File: config.mk
export PLATFORM = sky130hd
export DESIGN_NAME = booth_pp_accumulator
export DESIGN_NICKNAME = d
export VERILOG_FILES = /design/src/rtl/booth_pp_accumulator.sv
export SDC_FILE = /design/constraint.sdc
export NUM_CORES = 1
export LEC_CHECK = 0
export BUFFER_PORTS_ARGS = -buffer_cell sky130_fd_sc_hd__buf_2
export CAP_MARGIN = 10
export CORE_UTILIZATION = 30
export DETAILED_ROUTE_END_ITERATION = 10
export SETUP_SLACK_MARGIN = 0.4
export SLEW_MARGIN = 20
export SYNTH_ARGS = -nofsm -noshare
export SYNTH_HDL_FRONTEND = slang
export SYNTH_HIERARCHICAL = 1
export SYNTH_SLANG_ARGS = --single-unit
File: constraint.sdc
create_clock -name clk -period 12.4 [get_ports clk]
set_input_delay 2.48 -clock clk [delete_from_list [all_inputs] [get_ports clk]]
set_output_delay 2.48 -clock clk [all_outputs]
set_load 0.01 [all_outputs]
File: src/rtl/booth_pp_accumulator.sv
// Radix-4 Booth sequential multiplier.
// One Booth group of the multiplier is retired per cycle, so a signed
// WIDTH x WIDTH multiply takes WIDTH/2 RUN cycles. The result is written to
// the registered product output on the edge that retires the last group.
// WIDTH must be even and at least 4.

// Radix-4 Booth recoder for one overlapping 3-bit multiplier group.
// o_action[2] = use 1x multiplicand, o_action[1] = use 2x multiplicand,
// o_action[0] = negate the selected value. 000 means a zero partial product.
module booth_encoder (
  input  logic [2:0] i_bits,
  output logic [2:0] o_action
);

  // Map {x2,x1,x0} to the digit in {-2,-1,0,+1,+2}.
  always_comb begin
    // NOTE: default first so that no path through the case leaves o_action unassigned and infers a latch.
    o_action = 3'b000;
    case (i_bits)
      3'b000:  o_action = 3'b000;  //  0
      3'b001:  o_action = 3'b100;  // +1x
      3'b010:  o_action = 3'b100;  // +1x
      3'b011:  o_action = 3'b010;  // +2x
      3'b100:  o_action = 3'b011;  // -2x
      3'b101:  o_action = 3'b101;  // -1x
      3'b110:  o_action = 3'b101;  // -1x
      3'b111:  o_action = 3'b000;  // -0 is encoded as plain zero
      default: o_action = 3'b000;
    endcase
  end

endmodule

module booth_pp_accumulator #(
  parameter int WIDTH = 16
) (
  input  logic               clk,
  input  logic               rst_n,
  input  logic               start,
  input  logic [WIDTH-1:0]   a,
  input  logic [WIDTH-1:0]   b,
  output logic               busy,
  output logic               done,
  output logic [2*WIDTH-1:0] product
);

  localparam int PW     = 2 * WIDTH;
  localparam int GROUPS = WIDTH / 2;
  localparam int CNT_W  = (GROUPS > 1) ? $clog2(GROUPS) : 1;
  localparam logic [CNT_W-1:0] LAST_GROUP = CNT_W'(GROUPS - 1);

  typedef enum logic [1:0] {
    ST_IDLE = 2'd0,
    ST_RUN  = 2'd1,
    ST_DONE = 2'd2
  } state_t;

  state_t                  r_state;
  logic                    r_busy;
  logic                    r_done;
  logic [PW-1:0]           r_product;
  logic signed [PW-1:0]    r_acc;
  // Multiplicand, sign-extended to the full product width and pre-shifted by
  // 2 each cycle, so it always carries the 4^i weight of the current group.
  // Full width also keeps -2x of the most negative operand exact.
  logic signed [PW-1:0]    r_mcand;
  logic [WIDTH:0]          r_mplier;
  logic [CNT_W-1:0]        r_count;

  logic [2:0]              w_action;
  logic signed [PW-1:0]    w_mcand_x2;
  logic signed [PW-1:0]    w_sel;
  logic signed [PW-1:0]    w_pp;
  logic signed [PW-1:0]    w_acc_next;
  logic                    w_accept;

  assign busy    = r_busy;
  assign done    = r_done;
  assign product = r_product;

  // A new multiply can only be accepted when not iterating.
  assign w_accept = start && (r_state != ST_RUN);

  booth_encoder u_booth_encoder (
    .i_bits   (r_mplier[2:0]),
    .o_action (w_action)
  );

  assign w_mcand_x2 = {r_mcand[PW-2:0], 1'b0};

  // Select, negate and accumulate the weighted partial product of this group.
  always_comb begin
    w_sel = '0;
    if (w_action[2]) begin
      w_sel = r_mcand;
    end else if (w_action[1]) begin
      w_sel = w_mcand_x2;
    end
    w_pp       = w_action[0] ? -w_sel : w_sel;
    w_acc_next = r_acc + w_pp;
  end

  // Control FSM and datapath registers; every output comes from a flop.
  always_ff @(posedge clk or negedge rst_n) begin
    if (!rst_n) begin
      // NOTE: all state, including datapath operands, is cleared here so an aborted multiply leaves nothing behind.
      r_state   <= ST_IDLE;
      r_busy    <= 1'b0;
      r_done    <= 1'b0;
      r_product <= '0;
      r_acc     <= '0;
      r_mcand   <= '0;
      r_mplier  <= '0;
      r_count   <= '0;
    end else begin
      case (r_state)
        ST_IDLE, ST_DONE: begin
          // NOTE: non-blocking assignments keep every register update in this block sampling pre-edge values.
          r_done <= 1'b0;
          if (w_accept) begin
            r_state  <= ST_RUN;
            r_busy   <= 1'b1;
            r_acc    <= '0;
            r_count  <= '0;
            r_mcand  <= {{WIDTH{a[WIDTH-1]}}, a};
            r_mplier <= {b, 1'b0};
          end else begin
            r_state <= ST_IDLE;
            r_busy  <= 1'b0;
          end
        end

        ST_RUN: begin
          // start is deliberately ignored here.
          r_acc    <= w_acc_next;
          r_mcand  <= {r_mcand[PW-3:0], 2'b00};
          r_mplier <= {{2{r_mplier[WIDTH]}}, r_mplier[WIDTH:2]};
          r_count  <= r_count + CNT_W'(1);
          if (r_count == LAST_GROUP) begin
            r_state   <= ST_DONE;
            r_busy    <= 1'b0;
            r_done    <= 1'b1;
            r_product <= w_acc_next;
          end
        end

        default: begin
          r_state <= ST_IDLE;
          r_busy  <= 1'b0;
          r_done  <= 1'b0;
        end
      endcase
    end
  end

endmodule

==> flow_summary.toml <==
[placed_design]
dp.cells = 1173
io_buffer_count = 68
placed_area_sq_mm = 0.00812
gp_congestion = 0.920
hpwl_microns = 13900

[setup_path]
max_stage_delay_ns = 0.38
cp.required_ns = 12.67
cp.arrival_ns = 5.67
worstSetupEndpointType = "register"
critical_path.max_fanout = 49
setup.worst_path.class = "register to register"
crit_family = "compound AO/OA/AOI/OAI gates"
worstSetupStartpointType = "register"
worstPathCellList = "inv_1 -> ha_1 -> buf_4 -> nor2b_1 -> buf_4 -> a22oi_1 -> ha_1 -> inv_1 -> a221o_1 -> nor3_2 -> o2111ai_1 -> nor3b_1 -> nand2_1 -> nand2_1 -> xor2_1 -> ha_1 -> a21oi_1 -> o21a_1 -> nand2_1 -> a211oi_1 -> o21ai_0 -> a21oi_1 -> xor2_1 -> o21ai_0"
crit_buf_inv = 4
ff2ff_setup_slack_ns = 7.01
crit_path_top_delay_cell = "buf_4"

[yosys]
syn_area_per_cell_sq_um = 9.05
synth_area_leaders = "dfrtp_1 (40%), nand2_1 (7.3%), ha_1 (7.1%)"
synthArstFlopShare_pct = 100
synthCells = 832
yosysMostFrequentCell = "nand2_1"
netlist.area_leader.share_pct = 39.6
synth_edf_count = 0
yosys.area.top_type = "dfrtp_1"
seq_area_frac_synth_pct = 39.6
synth.top_cells.by_count = "nand2_1 (146), dfrtp_1 (119), o21ai_0 (73)"
ys_ff_latch = 119
synth_flop_cell = "dfrtp_1"
synth.cell_area_sq_mm = 0.00753
synth.distinct_cells = 62
synth_fp_nets = 911
synth_warnings = 6

[global_routing]
grt.busiest_layer = "met2"
gr-total-overflow = 0
antenna_found_initial = 0
use_met2_pct = 25.7
grt_pass1_wl_microns = 32900
grtUsageMet1_pct = 21.1
track_usage_pct = 16.1
grt_max_degree = 73
use_met3_pct = 3.41
grt_pass1_vias = 6172

[clock_network]
hold_buffers = 0
clkLatencyLatePin_ns = 0.43
cts.htree.levels = 4
clock_path_buffers = 2
ctsResizeCount = 0
cts_num_sinks = 119
clk_pin_slew_ns = 0.06
cts_setup_buffers = 0
clockRootBuffer = "clkbuf_16"
cts-buffers-inserted = 17
cts_tree = "yes"

[detailed_routing]
drc = 0
first_pass_iters = 5
antenna_left = 0
drtIter0Drc = 547
via_per_inst = 5.28
wl_per_cell_microns = 16.7
num_vias = 6363
drt-total-wl_microns = 20200

[sta]
rsz0062_at_grt = "false"
drv_slew = 0
tightest_slew_ns = 0.946
setup-violations-final = 0
post-route-min-period_ns = 5.39
finalSetupTns_ns = 0
timing.final.crit_share_pct = 43.5
hold_viol_final = 0
fmax_mhz = 185
relSlewSlack_pct = 36.9
clock_skew_ns = 0.00877

[floorplan]
start_util_pct = 30.8
num_io_pins = 69
die_width_microns = 160
rows = 57
dieArea_sq_mm = 0.0257
die_h_microns = 160
coreArea_sq_mm = 0.0245

[cells_and_area]
drive_above_1_share_pct = 14.6
stdcell_count = 1205
stdcell_area_sq_mm = 0.00874
nets = 947
diodes = 0
area_growth_pct = 16.2

[hold_path]
hold_class = "register to register"

[run_status]
outcome = "completed"

[run]
maxCapViolCount = 0
==> flip-flops by register name (all words and copies together) (netlist names) <==
register	flops
product	32
r_mplier	17
r_state	1
r_count	3
done	1
busy	1
r_mcand	32
r_acc	32
==> cell families (layout without fill, tap and decap cells) <==
| group | count (synthesis) | in the layout | synth area share [%] |
|---|---|---|---|
| compound gates | 277 | 277 | 25.5 |
| xor+xnor | 60 | 60 | 6.98 |
| fa+ha+maj | 44 | 44 | 7.41 |
| buf+inv | 74 | 123 | 3.84 |
| flops | 119 | 119 | 39.6 |
| mux | 16 | 16 | 2.38 |
| simple gates | 242 | 242 | 14.3 |
==> stage by stage <==
step	hold WS [ns]	utilization, %	setup WS [ns]
after CTS	0.477	35.7	7.04
after global routing	0.493	35.7	6.52
after floorplan	0.446	-	7.41
final	0.473	35.7	7.01
after global placement	0.458	33.2	7.26
after detailed placement	0.459	33.2	7.09
==> cell type report <==
class                      instances  area (sq um)
clock inverter                    12           175
timing repair buffer              75           395
inverter                          16          60.1
sequential                       119          2980
fill                            2486         15700
tap                              324           405
multi-input combinational        639          4280
clock buffer                      20           447
==> placed cells by master (no fill, tap or decap), types with 4 or more instances in the layout <==
cell type,netlist,layout
a21o_1,15,15
a21oi_1,31,31
a221o_1,19,19
a22o_1,24,24
a22oi_1,53,53
and2_1,5,5
buf_2,3,67
buf_4,0,8
bufinv_16,0,4
clkbuf_16,0,17
dfrtp_1,119,119
ha_1,43,43
inv_1,15,15
mux2_2,11,11
mux2i_1,4,4
nand2_1,146,146
nand2b_1,6,6
nand3_1,6,6
nand4_1,11,11
nor2_1,33,32
nor2b_1,7,4
nor3_1,12,12
o211ai_1,5,5
o21a_1,5,5
o21ai_0,73,73
o21ai_1,8,8
o21bai_1,4,4
o22ai_1,8,8
o31ai_1,6,6
xnor2_1,24,24
xor2_1,36,36
==> worst paths after layout <==
kind | endpoint | startpoint | depth (start not counted)
worst max-delay path | r_acc[27]$_DFFE_PN0P_ | r_mplier[0]$_DFFE_PN0P_ | 24
worst min-delay path | product[5]$_DFFE_PN0P_ | product[5]$_DFFE_PN0P_ | 2
worst max register to register | r_acc[27]$_DFFE_PN0P_ | r_mplier[0]$_DFFE_PN0P_ | 24
worst min register to register | product[5]$_DFFE_PN0P_ | product[5]$_DFFE_PN0P_ | 2
max in group asynchronous | r_mcand[28]$_DFFE_PN0P_ | rst_n | 2
min in group asynchronous | product[3]$_DFFE_PN0P_ | rst_n | 1
==> tightest hold or removal path, stage by stage (launching register included) <==
cell and delay, ns:
dfrtp_1 0.34, nand2_1 0.05, nand2_1 0.06
==> metal layers <==
| layer | vias up | wire, microns |
|---|---|---|
| li1 | 3108 | - |
| met1 | 3058 | 9380 |
| met2 | 162 | 9510 |
| met3 | 35 | 775 |
| met4 | 0 | 497 |
| met5 | - | 0 |
Power is left out: the tool's default activity adds up to more than one toggle a clock period on the data nets, which glitch-free logic cannot reach.
